$ cat src/rtl/rf_op_sequencer.sv
// rf_op_sequencer: initiator-side controller for a 32x16 register file.
// It accepts one operation per handshake, reads the operands through the
// file's registered read ports, computes a 16-bit result and writes it back.
// Every operation takes the fixed path IDLE -> RD -> EX -> WB.

module rf_op_sequencer #(
    parameter bit ZERO_REG_RO = 1'b0
) (
    input  logic        clk,
    input  logic        rst,
    input  logic        op_valid,
    output logic        op_ready,
    input  logic [2:0]  op_code,
    input  logic [4:0]  op_rd,
    input  logic [4:0]  op_rs,
    input  logic [4:0]  op_rt,
    input  logic [15:0] op_imm,
    output logic        res_valid,
    output logic [15:0] res_data,
    output logic        res_ovf,
    output logic [4:0]  rf_Ra,
    output logic [4:0]  rf_Rb,
    output logic [4:0]  rf_Rw,
    output logic        rf_WrEn,
    output logic [15:0] rf_busW,
    input  logic [15:0] rf_busA,
    input  logic [15:0] rf_busB
);

    localparam logic [2:0] OP_ADD  = 3'b000;
    localparam logic [2:0] OP_SUB  = 3'b001;
    localparam logic [2:0] OP_AND  = 3'b010;
    localparam logic [2:0] OP_OR   = 3'b011;
    localparam logic [2:0] OP_ADDI = 3'b100;
    localparam logic [2:0] OP_LI   = 3'b101;
    localparam logic [2:0] OP_READ = 3'b110;
    localparam logic [2:0] OP_NOP  = 3'b111;

    typedef enum logic [1:0] {
        IDLE = 2'b00,
        RD   = 2'b01,
        EX   = 2'b10,
        WB   = 2'b11
    } state_t;

    state_t      state_r;
    logic [2:0]  code_r;
    logic [4:0]  rd_r;
    logic [15:0] imm_r;

    logic [15:0] result_s;
    logic        ovf_s;
    logic        wr_en_s;

    // Ready only in IDLE and never while reset is held, so no handshake can
    // land on a reset edge.
    assign op_ready = (state_r == IDLE) && !rst;

    // Result datapath: operands are valid from the file while in EX.
    always_comb begin
        result_s = 16'h0000;
        ovf_s    = 1'b0;
        case (code_r)
            OP_ADD: begin
                result_s = rf_busA + rf_busB;
                ovf_s    = (rf_busA[15] == rf_busB[15]) && (result_s[15] != rf_busA[15]);
            end
            OP_SUB: begin
                result_s = rf_busA - rf_busB;
                ovf_s    = (rf_busA[15] != rf_busB[15]) && (result_s[15] != rf_busA[15]);
            end
            OP_AND: begin
                result_s = rf_busA & rf_busB;
            end
            OP_OR: begin
                result_s = rf_busA | rf_busB;
            end
            OP_ADDI: begin
                result_s = rf_busA + imm_r;
                ovf_s    = (rf_busA[15] == imm_r[15]) && (result_s[15] != rf_busA[15]);
            end
            OP_LI: begin
                result_s = imm_r;
            end
            OP_READ: begin
                result_s = rf_busA;
            end
            default: begin
                result_s = 16'h0000;
                ovf_s    = 1'b0;
            end
        endcase
    end

    // Write-enable decision: READ/NOP never write, and r0 is protected when
    // the read-only zero register option is selected.
    always_comb begin
        wr_en_s = 1'b0;
        if ((code_r == OP_READ) || (code_r == OP_NOP)) begin
            wr_en_s = 1'b0;
        end else if (ZERO_REG_RO && (rd_r == 5'd0)) begin
            wr_en_s = 1'b0;
        end else begin
            wr_en_s = 1'b1;
        end
    end

    // Sequencer FSM with all outputs registered; reset drops any in-flight op.
    always_ff @(posedge clk) begin
        if (rst) begin
            state_r   <= IDLE;
            code_r    <= 3'b000;
            rd_r      <= 5'd0;
            imm_r     <= 16'h0000;
            rf_Ra     <= 5'd0;
            rf_Rb     <= 5'd0;
            rf_Rw     <= 5'd0;
            rf_WrEn   <= 1'b0;
            rf_busW   <= 16'h0000;
            res_valid <= 1'b0;
            res_data  <= 16'h0000;
            res_ovf   <= 1'b0;
        end else begin
            case (state_r)
                IDLE: begin
                    rf_WrEn   <= 1'b0;
                    res_valid <= 1'b0;
                    if (op_valid) begin
                        code_r  <= op_code;
                        rd_r    <= op_rd;
                        imm_r   <= op_imm;
                        rf_Ra   <= op_rs;
                        rf_Rb   <= op_rt;
                        state_r <= RD;
                    end else begin
                        state_r <= IDLE;
                    end
                end
                RD: begin
                    state_r <= EX;
                end
                EX: begin
                    // NOP leaves the visible result untouched.
                    if (code_r != OP_NOP) begin
                        res_data <= result_s;
                        res_ovf  <= ovf_s;
                        rf_busW  <= result_s;
                    end else begin
                        res_data <= res_data;
                        res_ovf  <= res_ovf;
                        rf_busW  <= rf_busW;
                    end
                    rf_Rw     <= rd_r;
                    rf_WrEn   <= wr_en_s;
                    res_valid <= (code_r != OP_NOP);
                    state_r   <= WB;
                end
                WB: begin
                    rf_WrEn   <= 1'b0;
                    res_valid <= 1'b0;
                    state_r   <= IDLE;
                end
                default: begin
                    state_r <= IDLE;
                end
            endcase
        end
    end

endmodule

$ cat config.mk
export PLATFORM = sky130hd
export DESIGN_NAME = rf_op_sequencer
export DESIGN_NICKNAME = d
export VERILOG_FILES = /design/src/rtl/rf_op_sequencer.sv
export SDC_FILE = /design/constraint.sdc
export NUM_CORES = 1
export LEC_CHECK = 0
export ABC_AREA = 0
export CAP_MARGIN = 20
export CORE_MARGIN = 8
export CORE_UTILIZATION = 49
export CTS_BUF_LIST = sky130_fd_sc_hd__clkbuf_16
export DETAILED_ROUTE_END_ITERATION = 8
export GPL_ROUTABILITY_DRIVEN = 0
export HOLD_SLACK_MARGIN = 0.08
export MAX_ROUTING_LAYER = met4
export PLACE_DENSITY = 0.74
export SYNTH_ARGS = -nofsm -noshare
export SYNTH_HDL_FRONTEND = slang
export SYNTH_SLANG_ARGS = --single-unit
$ cat constraint.sdc
create_clock -name clk -period 2.9 [get_ports clk]
set_input_delay 0.435 -clock clk [delete_from_list [all_inputs] [get_ports clk]]
set_output_delay 0.435 -clock clk [all_outputs]
set_load 0.02 [all_outputs]
==> results.toml, run 1 <==
[setup_path]
worstPathMaxFanout = 3
crit_slowest_cell = "clkdlybuf4s50_1"
r2r_slack_ns = 0.37
crit_type = "in2reg"
cp-start-kind = "input pin"
arrival_ns = 3.03
crit_buf_inv = 3
r2r-end = "rf_busW[14]"
max_stage_delay_ns = 0.42
path_cells = "clkdlybuf4s50_1 -> inv_1 -> ha_1 -> inv_1 -> fa_2 -> nor3b_2 -> o31ai_2 -> a21oi_2 -> a221oi_2 -> xnor2_1 -> a221oi_2 -> a211oi_2"
end_kind = "flip-flop"
r2r-start = "imm_r[0]"
r2r_cells = 10
worstPathRequired_ns = 3.09
cp_top_family = "compound AO/OA/AOI/OAI gates"

[place]
dp_cells = 1078
dp_slack_ns = -0.3090
portBuffers = 119
hpwl_um = 15480

[synth]
netlist_area_sq_um = 5734
ys_seq_area_share_pct = 20.95
avgSynthCellArea_sq_um = 7.486
synth_nets = 910
synth_edf_count = 0
synth_async_sr_flop_share_pct = 0
synth-compound-area-share_pct = 30.42
synthXorXnorAreaFrac_pct = 3.360
synth_top_family_by_area = "compound AO/OA/AOI/OAI gates"
synth-adder-area-share_pct = 16.76
synthSimpleGateAreaFrac_pct = 16.95
synth_top_area_share_pct = 20.95
synth.area.mux_share_pct = 2.487
synth_cells = 766
yosysTopAreaCell = "dfxtp_1"
postSynthRegisterBits = 60
synth_top_flop_cell = "dfxtp_1"
ys_warn_count = 0
ys_top_cells_by_area = "dfxtp_1, ha_1, a21oi_1"
synth_cell_types = 68

[sta]
slew-limit-headroom_pct = 40.23
final.period_utilization_pct = 97.97
grt_setup_unrepaired = "yes"
fmax_mhz = 352.0
worst_slew_pin_slew_ns = 0.8932
hold_viol = 0
maxSlewViolCount = 0
setup_viol = 0
fin_crit_ns = 2.841
setup_ws_ns = 0.05886
fin_skew_ns = 0.008226

[floorplanning]
io_pins = 120
core-area_sq_um = 11420
die_y_um = 124.2
dieArea_sq_um = 15420
initial_core_util_pct = 50.22
die_x_um = 124.2
std_cell_rows = 39

[drt]
ant_nets = 0
vias = 6448
drtPass1Iterations = 5
vias_per_cell = 5.889
drc = 0
drt_wl_total_um = 20070
drt-initial-drc-count = 769
wl_per_cell_um = 18.33

[cts]
cts_max_level = 3
clk_latency_ns = 0.34
clk_pin_slew_ns = 0.06
clock_path_buffers = 2
cts.sinks = 60
cts_buffers = 9
clock-root-buffer = "clkbuf_16"
cts_tree = "yes"

[global_routing]
antenna_found_initial = 0
grt_pass1_wl_um = 31450
grt.total_usage_pct = 26.59
grt_pass1_vias = 6404
gr-total-overflow = 0
grt_max_degree = 61

[layout]
fill_cells = 927
fin_nets = 1091
area_growth_pct = 39.65
multi_input_area_sq_um = 4048
seq_area_sq_um = 1201
drive_above_1_share_pct = 16.28
layout.cells.non_filler = 1095
n_antenna_cell = 0

[flow_run]
maxCapViolCount = 0

[run_status]
status = "complete, no violations"

[worst_hold_path]
min_to = "rd_r[0]"
holdPathStages = 2
hp-class = "reg2reg"
hold_path_startpoint = "rd_r[0]"

[power]
p_leak_uw = 0.003541
peakVddDrop_v = 0.0003903
finalPower_uw = 3774
pwr_density_cell_nw_per_um2 = 471.3
[cell families (layout without fill, tap and decap cells)]
logic type               after synthesis  after routing
adder cells (fa/ha/maj)               75             75
flip-flops                            60             60
AND/OR/NAND/NOR                      221            221
multiplexers                          14             14
buffers and inverters                117            303
XOR/XNOR                              22             22
AO/OA/AOI/OAI                        257            257
[metal layers]
metal,GRT usage [%],vias up,routed length [um]
met1,31.96,2999,8456
met5,-,-,0
li1,-,3070,-
met3,7.026,55,2050
met2,41.76,324,9085
met4,10.19,0,478
[synthesized netlist by cell type (all sizes together) (7+ instances only)]
cell	instances
nand2	104
a21oi	90
ha	72
dfxtp	60
inv	55
nor2	55
o21ai	38
clkbuf	34
buf	27
xnor2	16
a211oi	15
a21o	15
mux2i	12
nand2b	11
nor3	11
a221oi	9
a311oi	9
nand3	9
o211ai	9
a221o	8
nor2b	8
o21bai	7
o31ai	7
[flip-flops by register name (all words and copies together), names as in the netlist]
signal     flops
code_r         3
rf_Ra          5
state_r        2
res_ovf        1
rf_WrEn        1
imm_r         16
res_valid      1
rf_Rw          5
rf_busW       16
rf_Rb          5
rd_r           5
[report_power, final]
part           switching, uW  internal (uW)
clock network            419            836
logic                    839            715
registers               63.2            902
[cells in the final DEF (no fill, tap or decap), drive strengths merged, types with 15 or more instances in the layout]
cell type / n
a211oi: 15
a21o: 15
a21oi: 90
buf: 113
clkdlybuf4s50: 117
dfxtp: 60
ha: 72
inv: 55
nand2: 104
nor2: 55
o21ai: 38
xnor2: 16
[worst max path at each step]
| stage | startpoint | endpoint | slack [ns] | cells after the start |
|---|---|---|---|---|
| after floorplan | rf_busA[0] | rf_busW[12] | 0.40 | 11 |
| after global placement | rf_busA[0] | rf_busW[12] | -0.28 | 12 |
| after detailed placement | rf_busA[0] | rf_busW[12] | -0.31 | 12 |
| after CTS | rf_busA[0] | rf_busW[12] | 0.04 | 12 |
| after global routing | rf_busA[0] | rf_busW[10] | -0.07 | 13 |
| final | rf_busA[0] | rf_busW[12] | 0.06 | 12 |
[layout make-up]
type / instances / share of cell area [%]
multi-input combinational: 589 / 50.55
inverter: 56 / 2.625
tap: 143 / 2.234
clock buffer: 9 / 2.813
clock inverter: 7 / 1.437
timing repair buffer: 231 / 25.34
sequential: 60 / 15.00
[what timing repair did]
action / in CTS / in global routing
hold buffers: 0 / 0
setup buffers: 0 / 1
endpoints found under the setup margin: 0 / 9
resized for setup: 0 / 9
[stage by stage]
| step | hold WS [ns] | utilization [%] | setup TNS [ns] | instance area [sq um] |
|---|---|---|---|---|
| after global routing | 0.4773 | 70.13 | -0.1631 | 8008 |
| after floorplan | 0.4360 | - | 0 | 5734 |
| after detailed placement | 0.4492 | 66.75 | -1.972 | 7622 |
| after CTS | 0.4569 | 69.73 | 0 | 7963 |
| final | 0.4532 | 70.13 | 0 | 8008 |
| after global placement | 0.4421 | 66.75 | -1.355 | 7622 |
[worst register-to-register path: stages (launching register included)]
cell,delay [ns]
dfxtp_1,0.37
ha_1,0.20
inv_1,0.06
fa_1,0.41
nand2b_1,0.16
a21oi_1,0.17
a31oi_1,0.17
o31a_1,0.34
mux2i_1,0.17
nand2_1,0.11
a311oi_1,0.28
No activity file was read; power rests on OpenSTA's default activity.
==> run 2: changes to the inputs <==
SLEW_MARGIN = 40   (was unset)
==> run 2 against run 1 <==
  * Via count decreased by 0.42%
  * Design area about the same
  * Clock power about the same
  * Highest routed layer unchanged
  * Combinational power about the same
  * Register-to-register slack about the same
  * Flip-flop and latch count unchanged
  * Wire length increased by 0.16%
  * Critical path depth unchanged
  * Die area unchanged
  * Total power about the same
  * Clock skew about the same
==> results.toml, run 2 (same netlist as run 1, synthesis figures left out) <==
[sta]
fin_crit_ns = 2.840
fmax_mhz = 352.1
final.period_utilization_pct = 97.93
fin_skew_ns = 0.008494
holdWs_ns = 0.4532
worst_slew_pin_slew_ns = 0.6740
setup_viol = 0
setup_ws_ns = 0.06011
slew-limit-headroom_pct = 54.96
maxSlewViolCount = 0
hold_viol = 0
grt_setup_unrepaired = "yes"

[worst_hold_path]
min_to = "rd_r[0]"
holdPathStages = 2
hp-class = "reg2reg"
hold_path_startpoint = "rd_r[0]"

[layout]
final_common_cell = "clkdlybuf4s50_1"
n_antenna_cell = 0
fin_nets = 1091
final_cell_mix = "clkdlybuf4s50_1, buf_4, nand2_1"
drive_above_1_share_pct = 16.39
area_growth_pct = 39.69
reg_top3 = "imm_r x16, rf_busW x16"

[drt]
vias = 6421
vias_per_cell = 5.864
wl_per_cell_um = 18.36
ant_nets = 0
drc = 0
drtPass1Iterations = 5
drt-initial-drc-count = 777
drt_wl_total_um = 20100

[floorplanning]
die_x_um = 124.2
die_y_um = 124.2
io_pins = 120
core-area_sq_um = 11420
std_cell_rows = 39
dieArea_sq_um = 15420
initial_core_util_pct = 50.22

[cts]
hold_buffers = 0
clk_pin_slew_ns = 0.06
cts_buffers = 9
cts.sinks = 60
clk_latency_ns = 0.34
cts_max_level = 3
clock-root-buffer = "clkbuf_16"
clock_path_buffers = 2
cts_tree = "yes"

[global_routing]
antenna_found_initial = 0
grt_max_degree = 61
grt.total_usage_pct = 26.59
grt_pass1_vias = 6404
gr-total-overflow = 0
grt_pass1_wl_um = 31450

[setup_path]
crit_type = "in2reg"
r2r_cells = 10
r2r-end = "rf_busW[14]"
end_kind = "flip-flop"
arrival_ns = 3.03
cp-start-kind = "input pin"
worstPathMaxFanout = 3
worstPathRequired_ns = 3.09
r2r-start = "imm_r[0]"
r2r_slack_ns = 0.38

[power]
pwr_density_cell_nw_per_um2 = 471.6
peakVddDrop_v = 0.0003902
p_leak_uw = 0.003542
finalPower_uw = 3778

[place]
dp_slack_ns = -0.3090
hpwl_um = 15480
portBuffers = 119

[flow_run]
maxCapViolCount = 0

[run_status]
status = "complete, no violations"
## run 2: cell counts in the layout (fill, tap and decap cells not counted)
No cell type changed its count.
## run 2: final cells by class
cell class                      instances  area (sq um)
Sequential cell                        60          1201
Tap cell                              143         178.9
Clock inverter                          7         115.1
Timing Repair Buffer                  231          2029
Fill cell                             925          3408
Clock buffer                            9         225.2
Multi-Input combinational cell        589          4050
Inverter                               56         210.2
## run 2: stage by stage
step	instances	util [%]	TNS, ns	instance area (sq um)
after global placement	1078	66.75	-1.355	7622
after global routing	1095	70.15	-0.1632	8010
final	1095	70.15	0	8010
after floorplan	766	-	0	5734
after CTS	1094	69.73	0	7963
after detailed placement	1078	66.75	-1.972	7622
## run 2: metal layers
metal  routed length [um]  track usage [%]  vias up
li1                     -                -     3069
met1                 8561            31.96     3005
met2                 9138            41.76      304
met3                 1965            7.026       43
met4                  438            10.19        0
met5                    0                -        -
## run 2: power by group
part | switching (uW) | internal, uW
registers | 63.8 | 902
logic | 840 | 716
clock network | 420 | 836
total | 1320 | 2450
## run 2: worst max-delay path by stage
stage | start | endpoint | cells past startpoint
2_1_floorplan | rf_busA[0] | rf_busW[12] | 11
3_3_place_gp | rf_busA[0] | rf_busW[12] | 12
3_5_place_dp | rf_busA[0] | rf_busW[12] | 12
4_1_cts | rf_busA[0] | rf_busW[12] | 12
5_1_grt | rf_busA[0] | rf_busW[10] | 13
6_report | rf_busA[0] | rf_busW[12] | 12
## run 2: critical path: stages
cell,delay (ns)
clkdlybuf4s50_1,0.42
inv_1,0.09
ha_1,0.17
inv_1,0.06
fa_2,0.39
nor3b_2,0.18
o31ai_2,0.28
a21oi_2,0.12
a221oi_2,0.34
xnor2_1,0.15
a221oi_2,0.29
a211oi_2,0.11
## run 2: repair_timing
action	4_1_cts	5_1_grt
resized for setup	0	9
setup endpoints to repair	0	9
endpoints found under the hold margin	0	0
buffers inserted	0	1
==> run 3: changes to the inputs <==
MAX_ROUTING_LAYER = unset   (was met4)
==> run 3 against run 2 <==
  * Clock skew down 0.00086 ns
  * Register-to-register slack worse by 0.04 ns
  * Flip-flop and latch count unchanged
  * Wire length up 0.13%
  * Hold slack about the same
  * Setup slack worse by 0.034 ns
  * Design area unchanged
  * Final cell count unchanged
  * Maximum frequency down 1.2%
  * Sequential share of layout area unchanged
  * Non-clock buffer count unchanged
  * Highest routed layer unchanged
==> results.toml, run 3 (same netlist as run 1, synthesis figures left out) <==
[floorplanning]
std_cell_rows = 39
core-area_sq_um = 11420
die_y_um = 124.2
io_pins = 120
die_x_um = 124.2
initial_core_util_pct = 50.22
dieArea_sq_um = 15420

[setup_path]
worstPathMaxFanout = 3
crit_type = "in2reg"
crit_buf_inv = 3
path_cells = "clkdlybuf4s50_1 -> buf_4 -> ha_1 -> inv_1 -> fa_1 -> nand2b_1 -> a21oi_1 -> a31oi_1 -> o31a_1 -> mux2i_1 -> nand2_1 -> a311oi_1"
cp_top_family = "compound AO/OA/AOI/OAI gates"
crit_slowest_cell = "clkdlybuf4s50_1"
cp-start-kind = "input pin"
worstPathRequired_ns = 3.14
end_kind = "flip-flop"
max_stage_delay_ns = 0.47
arrival_ns = 3.12

[run_status]
status = "complete, no violations"

[drt]
drtPass1Iterations = 5
wl_per_cell_um = 18.38
ant_nets = 0
drc = 0
vias = 6480
drt_wl_total_um = 20130
vias_per_cell = 5.918
drt-initial-drc-count = 717

[layout]
area_growth_pct = 39.69
fin_area_sq_um = 8010
fill_cells = 925
layout.cells.non_filler = 1095
reg_top3 = "imm_r x16, rf_busW x16"
n_antenna_cell = 0
drive_above_1_share_pct = 16.39
final_cell_mix = "clkdlybuf4s50_1, buf_4, nand2_1"
final_common_cell = "clkdlybuf4s50_1"
fin_nets = 1091

[power]
p_leak_uw = 0.003542
pwr_density_cell_nw_per_um2 = 471.8
peakVddDrop_v = 0.0003903

[sta]
fin_skew_ns = 0.007638
slew-limit-headroom_pct = 54.62
maxSlewViolCount = 0
final.period_utilization_pct = 99.11
grt_setup_unrepaired = "yes"
fmax_mhz = 347.9
fin_crit_ns = 2.874
setup_ws_ns = 0.02585
setup_viol = 0
holdWs_ns = 0.4537
hold_viol = 0
worst_slew_pin_slew_ns = 0.6807

[global_routing]
antenna_found_initial = 0
use_met3_pct = 8.568
grt.total_usage_pct = 25.83
met1_usage_pct = 31.26
grt-busiest-layer = "met2"
grt_pass1_wl_um = 31470
grt_max_degree = 61
grt_pass1_vias = 6405
gr-total-overflow = 0
grtUsageMet2_pct = 41.73

[cts]
clock_path_buffers = 2
cts_max_level = 3
clk_latency_ns = 0.34
hold_buffers = 0
clock-root-buffer = "clkbuf_16"
cts_tree = "yes"
cts.sinks = 60
clk_pin_slew_ns = 0.06
cts_buffers = 9

[place]
dp_cells = 1078
hpwl_um = 15480
dp_slack_ns = -0.3090
dpl-instance-area_sq_um = 7622
portBuffers = 119

[worst_hold_path]
hp-class = "reg2reg"

[flow_run]
maxCapViolCount = 0
==> run 3: area by class of cell <==
type,count,area (sq um),area share (%)
multi-input cells,589,4050,50.56
repair buffers,231,2029,25.34
inverters,56,210.2,2.624
well taps,143,178.9,2.234
clock buffers,9,225.2,2.812
clock inverters,7,115.1,1.437
flip-flops and latches,60,1201,15.00
==> run 3: where the power goes <==
part           total [uW]  switching, uW  internal, uW
clock network        1250            418           836
logic                1560            843           716
registers             966           64.0           902
total                3780           1320          2450
==> run 3: routing by layer <==
layer / part of all wire (%) / wire [um] / up-vias
met5: 0 / 0 / -
met4: 2.4 / 486 / 0
met3: 12 / 2324 / 58
met2: 45 / 9042 / 342
met1: 41 / 8277 / 3009
li1: - / - / 3071
==> run 3: worst register-to-register path, stage by stage (launching register included) <==
cell and delay [ns]:
dfxtp_1 0.37, ha_1 0.20, inv_1 0.06, fa_1 0.41, nand2b_1 0.17, a21oi_1 0.17, a31oi_1 0.17, o31a_1 0.34
mux2i_1 0.19, nand2_1 0.12, a311oi_1 0.28
==> run 3: final timing paths <==
check	slack (ns)	to	startpoint	cells after the start
setup / recovery	0.03	rf_busW[14]	rf_busA[0]	12
hold / removal	0.45	rd_r[0]	rd_r[0]	2
setup reg to reg	0.34	rf_busW[14]	imm_r[0]	10
hold reg to reg	0.45	rd_r[0]	rd_r[0]	2
==> run 3: metrics by stage <==
stage | utilization (%) | power, uW | setup TNS (ns)
floorplan | - | 1856 | 0
global placement | 66.75 | 2443 | -1.355
detailed placement | 66.75 | 2483 | -1.972
CTS | 69.73 | 3741 | 0
global route | 70.15 | 3958 | -0.1711
finish | 70.15 | 3779 | 0
==> run 3: what timing repair did <==
action,CTS,global route
setup endpoints to repair,0,8
buffers inserted,0,1
gates resized for setup,0,9
hold endpoints to repair,0,0
